**config.mk**
```make
export PLATFORM = sky130hd
export DESIGN_NAME = hir_bram_stream_reader_flat
export DESIGN_NICKNAME = d
export VERILOG_FILES = /design/src/rtl/hir_stream_pkg.sv /design/src/rtl/hir_bram_stream_reader_if.sv /design/src/rtl/hir_rd_fifo.sv /design/src/rtl/hir_bram_stream_reader.sv /design/src/flat_wrapper.sv
export SDC_FILE = /design/constraint.sdc
export NUM_CORES = 1
export LEC_CHECK = 0
export ABC_CLOCK_PERIOD_IN_PS = 4600
export CAP_MARGIN = 40
export CORE_MARGIN = 3
export CORE_UTILIZATION = 57
export DETAILED_ROUTE_END_ITERATION = 7
export PLACE_DENSITY = 0.86
export SETUP_SLACK_MARGIN = 0.5
export SLEW_MARGIN = 20
export SYNTH_ARGS = -nofsm -noshare
export SYNTH_HDL_FRONTEND = slang
export SYNTH_SLANG_ARGS = --single-unit
```
**constraint.sdc**
```tcl
create_clock -name clk -period 4.6 [get_ports clk]
set_clock_uncertainty 0.1 [all_clocks]
set_input_delay 0.69 -clock clk [delete_from_list [all_inputs] [get_ports clk]]
set_output_delay 0.69 -clock clk [all_outputs]
set_load 0.01 [all_outputs]
```
**src/rtl/hir_stream_pkg.sv**
```systemverilog
// Shared types for the BRAM stream reader: FSM state encoding and FIFO sizing.
package hir_stream_pkg;
  typedef enum logic [1:0] {IDLE, RUN, DRAIN, DONE} rd_state_t;
  localparam int FIFO_DEPTH = 3;
endpackage

```
**src/rtl/hir_bram_stream_reader_if.sv**
```systemverilog
// BRAM read port plus output stream, bundled; master is the reader, slave is BRAM + consumer.
interface hir_bram_stream_reader_if #(
  parameter int ADDR_WIDTH    = 10,
  parameter int ELEMENT_WIDTH = 16
);
  logic                     mem_addr_en;
  logic [ADDR_WIDTH-1:0]    mem_addr_data;
  logic                     mem_rd_en;
  logic [ELEMENT_WIDTH-1:0] mem_rd_data;
  logic                     out_valid;
  logic                     out_ready;
  logic [ELEMENT_WIDTH-1:0] out_data;
  logic                     out_last;

  modport master (
    output mem_addr_en, mem_addr_data, mem_rd_en,
    input  mem_rd_data,
    output out_valid, out_data, out_last,
    input  out_ready
  );

  modport slave (
    input  mem_addr_en, mem_addr_data, mem_rd_en,
    output mem_rd_data,
    input  out_valid, out_data, out_last,
    output out_ready
  );
endinterface

```
**src/rtl/hir_rd_fifo.sv**
```systemverilog
// Small synchronous FIFO (non-power-of-two depth) with async active-low reset; dout shows the head.
module hir_rd_fifo #(
  parameter  int WIDTH = 17,
  parameter  int DEPTH = 3,
  localparam int CW    = $clog2(DEPTH + 1),
  localparam int PW    = $clog2(DEPTH)
) (
  input  logic             clk,
  input  logic             rst,
  input  logic             push,
  input  logic             pop,
  input  logic [WIDTH-1:0] din,
  output logic [WIDTH-1:0] dout,
  output logic [CW-1:0]    count,
  output logic             empty
);
  logic [DEPTH-1:0][WIDTH-1:0] mem;
  logic [PW-1:0]               wr_ptr, rd_ptr;
  logic                        do_push, do_pop;

  assign empty   = (count == '0);
  assign do_pop  = pop && !empty;
  assign do_push = push && ((count != CW'(DEPTH)) || do_pop);
  assign dout    = mem[rd_ptr];

  function automatic logic [PW-1:0] nxt(input logic [PW-1:0] p);
    return (p == PW'(DEPTH - 1)) ? '0 : p + PW'(1);
  endfunction

  always_ff @(posedge clk or negedge rst) begin
    if (!rst) begin
      mem    <= '0;
      wr_ptr <= '0;
      rd_ptr <= '0;
      count  <= '0;
    end else begin
      if (do_push) begin
        mem[wr_ptr] <= din;
        wr_ptr      <= nxt(wr_ptr);
      end
      if (do_pop) rd_ptr <= nxt(rd_ptr);
      case ({do_push, do_pop})
        2'b10:   count <= count + CW'(1);
        2'b01:   count <= count - CW'(1);
        default: count <= count;
      endcase
    end
  end
endmodule

```
**src/rtl/hir_bram_stream_reader.sv**
```systemverilog
// Sequential BRAM reader -> valid/ready stream. Optional macro HIR_STREAM_RD_STRIDE_EN adds a
// per-transfer address stride input; otherwise the address advances by 1.
module hir_bram_stream_reader
  import hir_stream_pkg::*;
#(
  parameter int ADDR_WIDTH    = 10,
  parameter int ELEMENT_WIDTH = 16,
  parameter int LEN_WIDTH     = ADDR_WIDTH + 1
) (
  input  logic                  clk,
  input  logic                  rst,
  input  logic                  start,
  input  logic [ADDR_WIDTH-1:0] base_addr,
  input  logic [LEN_WIDTH-1:0]  length,
`ifdef HIR_STREAM_RD_STRIDE_EN
  input  logic [ADDR_WIDTH-1:0] stride,
`endif
  output logic                  busy,
  output logic                  done,
  hir_bram_stream_reader_if.master bus
);
  localparam int CW = $clog2(FIFO_DEPTH + 1);

  rd_state_t              state, state_nxt;
  logic [ADDR_WIDTH-1:0]  addr, step;
  logic [LEN_WIDTH-1:0]   remaining;
  logic                   inflight, inflight_last;
  logic                   accept, issue, pop, last_hs;
  logic [CW-1:0]          fifo_count;
  logic                   fifo_empty;
  logic [ELEMENT_WIDTH:0] fifo_dout;

  assign accept = (state == IDLE) && start;
  // Occupancy counts the read still in the BRAM pipe, so a strobe never lacks a FIFO slot;
  // only registered state feeds this, keeping out_ready off the mem_* paths.
  assign issue  = (state == RUN) && (remaining != '0) &&
                  (({1'b0, fifo_count} + (CW+1)'(inflight)) < (CW+1)'(FIFO_DEPTH));
  assign pop     = bus.out_valid && bus.out_ready;
  assign last_hs = pop && fifo_dout[ELEMENT_WIDTH];

`ifdef HIR_STREAM_RD_STRIDE_EN
  always_ff @(posedge clk or negedge rst) begin
    if (!rst)        step <= '0;
    else if (accept) step <= stride;
  end
`else
  assign step = ADDR_WIDTH'(1);
`endif

  always_ff @(posedge clk or negedge rst) begin
    if (!rst) begin
      state         <= IDLE;
      addr          <= '0;
      remaining     <= '0;
      inflight      <= 1'b0;
      inflight_last <= 1'b0;
    end else begin
      state         <= state_nxt;
      inflight      <= issue;
      inflight_last <= issue && (remaining == LEN_WIDTH'(1));
      if (accept) begin
        addr      <= base_addr;
        remaining <= length;
      end else if (issue) begin
        addr      <= addr + step;
        remaining <= remaining - LEN_WIDTH'(1);
      end
    end
  end

  always_comb begin
    state_nxt = state;
    case (state)
      IDLE:    if (start) state_nxt = (length != '0) ? RUN : DONE;
      RUN:     if (issue && (remaining == LEN_WIDTH'(1))) state_nxt = DRAIN;
      DRAIN:   if (last_hs) state_nxt = DONE;
      DONE:    state_nxt = IDLE;
      default: state_nxt = IDLE;
    endcase
  end

  assign busy              = (state != IDLE);
  assign done              = (state == DONE);
  assign bus.mem_addr_en   = issue;
  assign bus.mem_rd_en     = issue;
  assign bus.mem_addr_data = addr;
  assign bus.out_valid     = !fifo_empty;
  assign bus.out_data      = fifo_dout[ELEMENT_WIDTH-1:0];
  assign bus.out_last      = !fifo_empty && fifo_dout[ELEMENT_WIDTH];

  hir_rd_fifo #(.WIDTH(ELEMENT_WIDTH + 1), .DEPTH(FIFO_DEPTH)) u_fifo (
    .clk   (clk),
    .rst   (rst),
    .push  (inflight),
    .pop   (pop),
    .din   ({inflight_last, bus.mem_rd_data}),
    .dout  (fifo_dout),
    .count (fifo_count),
    .empty (fifo_empty)
  );
endmodule

```
**src/flat_wrapper.sv**
```systemverilog
// flat-port wrapper written by rule: the top's interface ports become plain ports
module hir_bram_stream_reader_flat import hir_stream_pkg::*;
#(
  parameter int ADDR_WIDTH    = 10,
  parameter int ELEMENT_WIDTH = 16,
  parameter int LEN_WIDTH     = ADDR_WIDTH + 1
)
  (clk, rst, start, base_addr, length, busy, done, bus_mem_addr_en, bus_mem_addr_data, bus_mem_rd_en, bus_mem_rd_data, bus_out_valid, bus_out_data, bus_out_last, bus_out_ready);
  hir_bram_stream_reader_if #(.ADDR_WIDTH(ADDR_WIDTH), .ELEMENT_WIDTH(ELEMENT_WIDTH)) bus_i ();
  input  logic clk;
  input  logic rst;
  input  logic start;
  input  logic [ADDR_WIDTH-1:0] base_addr;
  input  logic [LEN_WIDTH-1:0] length;
  output logic busy;
  output logic done;
  output wire logic [$bits(bus_i.mem_addr_en)-1:0] bus_mem_addr_en;
  output wire logic [$bits(bus_i.mem_addr_data)-1:0] bus_mem_addr_data;
  output wire logic [$bits(bus_i.mem_rd_en)-1:0] bus_mem_rd_en;
  input wire logic [$bits(bus_i.mem_rd_data)-1:0] bus_mem_rd_data;
  output wire logic [$bits(bus_i.out_valid)-1:0] bus_out_valid;
  output wire logic [$bits(bus_i.out_data)-1:0] bus_out_data;
  output wire logic [$bits(bus_i.out_last)-1:0] bus_out_last;
  input wire logic [$bits(bus_i.out_ready)-1:0] bus_out_ready;
  assign bus_mem_addr_en = bus_i.mem_addr_en;
  assign bus_mem_addr_data = bus_i.mem_addr_data;
  assign bus_mem_rd_en = bus_i.mem_rd_en;
  assign bus_i.mem_rd_data = bus_mem_rd_data;
  assign bus_out_valid = bus_i.out_valid;
  assign bus_out_data = bus_i.out_data;
  assign bus_out_last = bus_i.out_last;
  assign bus_i.out_ready = bus_out_ready;
  hir_bram_stream_reader #(.ADDR_WIDTH(ADDR_WIDTH), .ELEMENT_WIDTH(ELEMENT_WIDTH), .LEN_WIDTH(LEN_WIDTH)) u_core (.clk(clk), .rst(rst), .start(start), .base_addr(base_addr), .length(length), .busy(busy), .done(done), .bus(bus_i));
endmodule
```
### Word level (Yosys, flattened, before mapping)

Cells that the tools add are included.

* word-level logic and storage cells: 71
* output and inout bits: 32
* bits of input ports: 41
* bits in registers: 82

* reduce and logical (&&, ||, !) cells: 20
* $lt $le $gt $ge: 4
* equal/unequal tests: 12
* add/subtract/negate cells: 7
* mux-type cells: 17

Operators with widths (number)
* $bwmux 51: 1
* $bmux 17 s2: 1
* $demux 17 s2: 1
* $mux 17: 2
* $mux 11: 2
* $reduce_bool 11->1: 2
* $mux 10: 2
* $mux 2: 6
* $eq 11x1->1 const B: 1
* $sub 11x1->11 const B: 1
* $add 10x1->10 const B: 1
* $eq 2x2->1 const B: 5
* $logic_and 1x1->1: 10
* $pmux 2 s4: 1
* $add 2x1->2 const B: 3
* $lt 2x3->1 const B: 2
* $ne 2x2->1 const B: 3
* $reduce_bool 2->1: 3
* $eq 2x1->1 const B: 2
* $logic_not 2->1: 2
* $pmux 2 s2: 1
* $add 2x1->3: 1
* $lt 3x2->1 const B: 1
* $reduce_and 3->1: 1
* other kinds (5): 5

### Longest topological paths before layout

Gate-level depths: netlist (run 1).

* word-level depth: 8
* depth in mapped cells: 8
* gate-level depth less buffers: 8

### Modules after synthesis

From an unflattened synthesis (run 1), not the netlist that was laid out.

* cell total of the unflattened synthesis: 370
* area total of the unflattened synthesis: 4281.6 µm²

Modules (own cells, without submodules)
* hir_rd_fifo: cells an instance 190, sequential area each 1426.4 µm², area an instance 2626.3 µm², times used 1
* hir_bram_stream_reader: cells an instance 180, sequential area each 625.6 µm², area an instance 1655.3 µm², times used 1

### Least setup slack after synthesis (run 1)

Ideal clock, no wire load.

* kind: reg-to-output
* start: reg u_core.u_fifo.count[0]
* end: out bus_mem_rd_en
* slack: 2.049 ns
* cell stages (with the launch flop): 7
* arrival time: 1.761 ns
* data required time: 3.810 ns
* cell sequence: dfrtp_1 -> ha_1 -> ha_1 -> and2b_1 -> nand2_1 -> nor2_1 -> buf_4

* word-level cells in the longest chain between the ends: 3

RTL lines
* start, declared: RTL line hir_rd_fifo.sv:14 `output logic [CW-1:0] count,`
* start signal, assigned: RTL line hir_rd_fifo.sv:43 `2'b10: count <= count + CW'(1);`
* start signal, assigned: RTL line hir_rd_fifo.sv:44 `2'b01: count <= count - CW'(1);`
* start signal, assigned: RTL line hir_rd_fifo.sv:45 `default: count <= count;`
* $add 2x1->3: RTL line hir_bram_stream_reader.sv:37 `(({1'b0, fifo_count} + (CW+1)'(inflight)) < (CW+1)'(FIFO_DEPTH));`
* $lt 3x2->1: RTL line hir_bram_stream_reader.sv:37
* $logic_and 1x1->1: RTL line hir_bram_stream_reader.sv:36 `assign issue = (state == RUN) && (remaining != '0) &&`
* end, declared: RTL line flat_wrapper.sv:19 `output wire logic [$bits(bus_i.mem_rd_en)-1:0] bus_mem_rd_en;`

No other way between the ends.

### Worst setup path in the final report (run 1)

Same ends and word-level chain as after synthesis.

==> impl_metrics.yaml, run 1 <==
power:
  ir_drop_uv: 442
  leakage_nw: 2.14
  combPwrFrac_pct: 47.0
  netSwitchingFraction_pct: 36.4
  p_clk_share_pct: 15.1
  power_switching_mw: 1.29
  seqPwrFrac_pct: 37.9
  internal-power_mw: 2.26
  power-per-cell-area_nw_per_um2: 697
global_routing:
  grt_overflow: 0
  grt_max_degree: 44
  grt_usage_pct: 21.2
  grt_pass1_vias: 3013
  grt_pass1_wl_um: 14100
  antenna_found_initial: 0
floorplan:
  fp.dieH_um: 90.6
  die_width_um: 90.6
  pin_count: 73
  coreArea_um2: 6870
  dieArea_um2: 8200
  start_util_pct: 59.3
  rows: 30
layout:
  nets: 490
  n_antenna_cell: 0
  final_cell_mix: "dfrtp_1, clkdlybuf4s50_1, mux2_2, nand2_1, nor2_1"
  final_layout_size_suffix_gt1_share_pct: 18.6
  area_delta_synth_final_pct: 25.1
  mostFrequentLayoutCell: "dfrtp_1"
yosys:
  synth_async_sr_flop_share_pct: 100
  ys_seq_area_share_pct: 50.4
  ys_ff_latch: 82
  synth_warnings: 0
  synth_top_family_by_area: "multiplexers"
  synthCells: 366
  synth_compound_area_share_pct: 7.00
  synthXorXnorAreaFrac_pct: 4.30
  synth_edf_count: 0
  synth_top_area_cell: "dfrtp_1"
  netlist_area_um2: 4080
  synth_area_leaders: "dfrtp_1, mux2_2, mux2i_1"
  syn_area_per_cell_um2: 11.1
  syn_nets: 419
  yosysUniqueCellTypes: 41
  synth_top_cell_area_share_pct: 50.4
  synthAdderAreaFrac_pct: 3.68
  synthSimpleGateAreaFrac_pct: 12.9
  yosys_most_used_dff: "dfrtp_1"
  synth_mux_area_share_pct: 19.0
setup_path:
  required_ps: 3810
  cp.arrival_ps: 2880
  critPathMaxFanout: 13
  end_kind: "output port"
  worstSetupPathType: "flop to output port"
  crit_path_start_kind: "flop"
routing:
  ant_nets: 0
  routedWlPerCell_um: 15.8
  drc_errors: 0
  firstDrtPassIters: 4
  viasPerCell: 5.54
  met1_length_um: 3910
  routed_wl_um: 8490
  drtIter0Drc: 97
  wl_met3_um: 353
  vias: 2979
  wl_met2_um: 4070
  highest_layer: "met4"
clock_network:
  cts_tree: "yes"
  ctsRootBufferMaster: "clkbuf_8"
  cts.sinks: 82
  clk_latency_ps: 350
  ctsHoldBuffers: 0
  clk_pin_slew_ps: 80
  clock_path_buffers: 2
  cts_repair_resize_count: 0
  h-tree-depth: 3
  cts_made_buffers: 9
  post_cts_buffers: 0
sta:
  rsz0062_at_grt: "false"
  finalWorstSetupSlack_ps: 934
  setup_viol: 0
  tns_ps: 0
  fin_crit_ps: 3670
  fmax_mhz: 273
  slew_violations: 0
  maxSlewHeadroom_pct: 46.0
  final_hold_viol_count: 0
  fin_crit_sh_pct: 79.7
  worst-slew-pin-transition_ps: 807
placed_design:
  place_ws_ps: 1320
  gp_congestion: 0.814
  portBuffers: 72
  hpwl_um: 6090
outcome:
  status: "finished clean"
flow_run:
  maxCapViolCount: 0
worst_hold_path:
  hold_path_class: "input port to asynchronous set/reset pin"
-- power groups by stage --
stage	clock network [mW]	registers, mW	logic [mW]
CTS	0.547	1.34	1.69
detailed placement	0	1.35	1.67
floorplan	0	1.29	1.06
finish	0.538	1.35	1.67
global placement	0	1.33	1.62
global route	0.574	1.40	1.81
-- metal layers --
layer / global-route usage, % / up-vias
li1: - / 1429
met2: 35.5 / 95
met5: 0 / -
met4: 8.55 / 0
met3: 3.67 / 17
met1: 27.5 / 1438
-- path summary, 6_finish.rpt --
| check | cells after the start | to | slack (ps) | startpoint |
|---|---|---|---|---|
| max | 6 | bus_mem_rd_en | 930 | u_core.u_fifo.count[0] |
| min | 1 | u_core.u_fifo.mem[21] | 210 | rst |
| max in group asynchronous | 2 | u_core.u_fifo.mem[15] | 3600 | rst |
| min in group clk | 1 | u_core.u_fifo.mem[50] | 400 | u_core.u_fifo.mem[50] |
| min reg2reg | 1 | u_core.u_fifo.mem[50] | 400 | u_core.u_fifo.mem[50] |
| max reg2reg | 5 | u_core.remaining[1] | 2000 | u_core.remaining[2] |
-- cell families after synthesis --
family / Yosys count
buffers and inverters: 27
multiplexers: 71
flip-flops: 82
AO/OA/AOI/OAI: 50
AND/OR/NAND/NOR: 104
XOR/XNOR: 20
adder cells (fa/ha/maj): 12
-- stage by stage --
| step | total power, mW | hold WS [ps] | instance area, µm² | instances | utilization [%] |
|---|---|---|---|---|---|
| floorplan | 2.35 | 294 | 4080 | 366 | - |
| global placement | 2.95 | 382 | 4870 | 521 | 70.9 |
| detailed placement | 3.03 | 385 | 4890 | 522 | 71.2 |
| CTS | 3.58 | 216 | 5100 | 538 | 74.2 |
| global route | 3.78 | 240 | 5100 | 538 | 74.2 |
| finish | 3.55 | 213 | 5100 | 538 | 74.2 |
-- cell usage after synthesis (2+ instances only) --
library cell	instances
clkbuf_1	10
xnor2_1	19
mux2i_1	19
nor4_1	9
ha_1	12
dfrtp_1	82
nor2_1	28
inv_1	10
o21ai_0	18
a21o_1	2
buf_1	2
a211oi_1	2
nor3_1	10
nor2b_1	2
or4_4	2
or2b_1	2
nor3b_1	2
or3_1	2
buf_2	4
or4_1	2
nand2_1	33
mux2_2	52
nand3_1	4
a21oi_1	21
-- final cells by class --
class,instances,area [µm²]
inverter,10,37.5
timing repair buffer,77,768
fill,473,1770
sequential,82,2050
clock buffer,9,124
tap,96,120
clock inverter,7,82.6
multi-input combinational,257,1910
-- registers in the layout, indices dropped and copies added, names as in the netlist --
name,flops
u_core.u_fifo.rd_ptr,2
u_core.inflight,1
u_core.u_fifo.mem,51
u_core.remaining,11
u_core.bus.mem_addr_data,10
u_core.state,2
u_core.u_fifo.wr_ptr,2
u_core.u_fifo.count,2
u_core.inflight_last,1
-- worst max-delay path: stages, from the launching register on --
cell             delay (ps)
dfrtp_1                 440
ha_1                    220
ha_1                    190
and2b_1                 230
nand2_1                 250
nor2_1                  550
clkdlybuf4s50_1         650
Note: power is estimated with default switching activity, not from simulation.
==> inputs of run 2 (changes only) <==
Settings changed: ABC_CLOCK_PERIOD_IN_PS 4600 to 3170, CORE_UTILIZATION 57 to 48, PLACE_DENSITY 0.86 to 0.77.
Clock period 4.6 ns to 3.17 ns, I/O delays scaled along.
==> impl_metrics.yaml, run 2 (synthesis gave the netlist of run 1 again) <==
floorplan:
  pin_count: 73
  start_util_pct: 51.1
  rows: 32
  die_width_um: 98.1
  fp.dieH_um: 98.1
  dieArea_um2: 9630
  coreArea_um2: 7970
global_routing:
  grt_pass1_wl_um: 14700
  grt_overflow: 0
  grt_pass1_vias: 2996
  grt_max_degree: 46
  grt_usage_pct: 19.0
  antenna_found_initial: 0
setup_path:
  worstSetupPathType: "flop to output port"
  reg2regPathDepth: 8
  r2r_start: "u_core.u_fifo.count[0]"
  end_kind: "output port"
  r2r-end: "u_core.state[1]"
  critPathMaxFanout: 4
  required_ps: 2590
  rrSetupSlack_ps: 660
  cp.arrival_ps: 2030
  crit_path_start_kind: "flop"
placed_design:
  portBuffers: 72
  hpwl_um: 6170
  gp_congestion: 0.799
  place_ws_ps: 618
  place_inst: 535
  placed_cell_area_um2: 4960
clock_network:
  clk_pin_slew_ps: 90
  clk_latency_ps: 350
  h-tree-depth: 3
  cts_made_buffers: 9
  cts_tree: "yes"
  cts.sinks: 82
  ctsHoldBuffers: 0
  ctsRootBufferMaster: "clkbuf_8"
  clock_path_buffers: 2
sta:
  final_hold_viol_count: 0
  tns_ps: 0
  worst-slew-pin-transition_ps: 575
  fin_crit_sh_pct: 82.2
  rsz0062_at_grt: "false"
  maxSlewHeadroom_pct: 61.7
  slew_violations: 0
  fmax_mhz: 384
  finalWorstSetupSlack_ps: 565
  setup_viol: 0
  fin_crit_ps: 2610
layout:
  final_cells: 559
  final_layout_size_suffix_gt1_share_pct: 22.1
  largest_reg_flops: 51
  final_cell_mix: "dfrtp_1, clkdlybuf4s50_1, mux2_2, nand2_1, nor2_1"
  nets: 505
  n_antenna_cell: 0
  final_area_um2: 5250
  area_delta_synth_final_pct: 28.8
  mostFrequentLayoutCell: "dfrtp_1"
  largest_register: "u_core.u_fifo.mem"
outcome:
  status: "finished clean"
routing:
  routed_wl_um: 8740
  routedWlPerCell_um: 15.6
  drc_errors: 0
  drtIter0Drc: 117
  viasPerCell: 5.35
  vias: 2993
  ant_nets: 0
  firstDrtPassIters: 6
power:
  power_mw: 5.33
  power-per-cell-area_nw_per_um2: 1020
  ir_drop_uv: 534
  leakage_nw: 2.22
worst_hold_path:
  hold_path_class: "input port to asynchronous set/reset pin"
flow_run:
  maxCapViolCount: 0
[run 2: cell type report]
class,instances,area [µm²]
sequential,82,2060
inverter,10,37.5
clock inverter,6,88.8
clock buffer,10,128
multi-input combinational,257,1920
fill,610,2720
timing repair buffer,92,891
tap,102,128
[run 2: worst max-delay path by stage]
stage                                  from  cells past startpoint                    end  slack (ps)
floorplan            u_core.u_fifo.count[0]                      7        u_core.state[0]         770
global placement              bus_out_ready                      4  u_core.u_fifo.mem[24]         680
detailed placement   u_core.u_fifo.count[0]                      7        u_core.state[0]         620
CTS                 u_core.u_fifo.rd_ptr[0]                      4        bus_out_data[8]         500
global route        u_core.u_fifo.rd_ptr[1]                      5        bus_out_data[5]         460
finish                  u_core.remaining[2]                      4          bus_mem_rd_en         560
[run 2: through the flow]
stage	hold slack, ps	util, %
5_1_grt	57.2	65.9
6_report	18.0	65.9
3_5_place_dp	393	62.3
2_1_floorplan	79.9	-
4_1_cts	33.5	65.1
3_3_place_gp	386	62.0
[run 2: what timing repair did]
| action | CTS | global route |
|---|---|---|
| pin swaps | 1 | 2 |
| gates resized for setup | 5 | 2 |
| setup buffers | 1 | 7 |
| cloned | 0 | 0 |
| setup endpoints to repair | 14 | 13 |
[run 2: report_power, final]
group	total, mW	leakage (nW)	switching [mW]	internal [mW]
Sequential	1.94	0.971	0.391	1.55
Combinational	2.56	1.15	1.11	1.45
Clock	0.826	0.103	0.381	0.445
[run 2: worst max-delay path: stages, from the launching register on]
cell	delay, ps
dfrtp_1	410
or4_4	580
nor4b_4	310
nor2_2	80
dlygate4sd2_1	290
[run 2: routing by layer]
metal | track usage [%] | share of wire [%] | vias to the layer above
met5 | 0 | 0 | -
met4 | 7.04 | 1.2 | 0
met3 | 4.29 | 4.6 | 10
met2 | 30.5 | 48 | 69
met1 | 25.4 | 46 | 1453
li1 | - | - | 1461
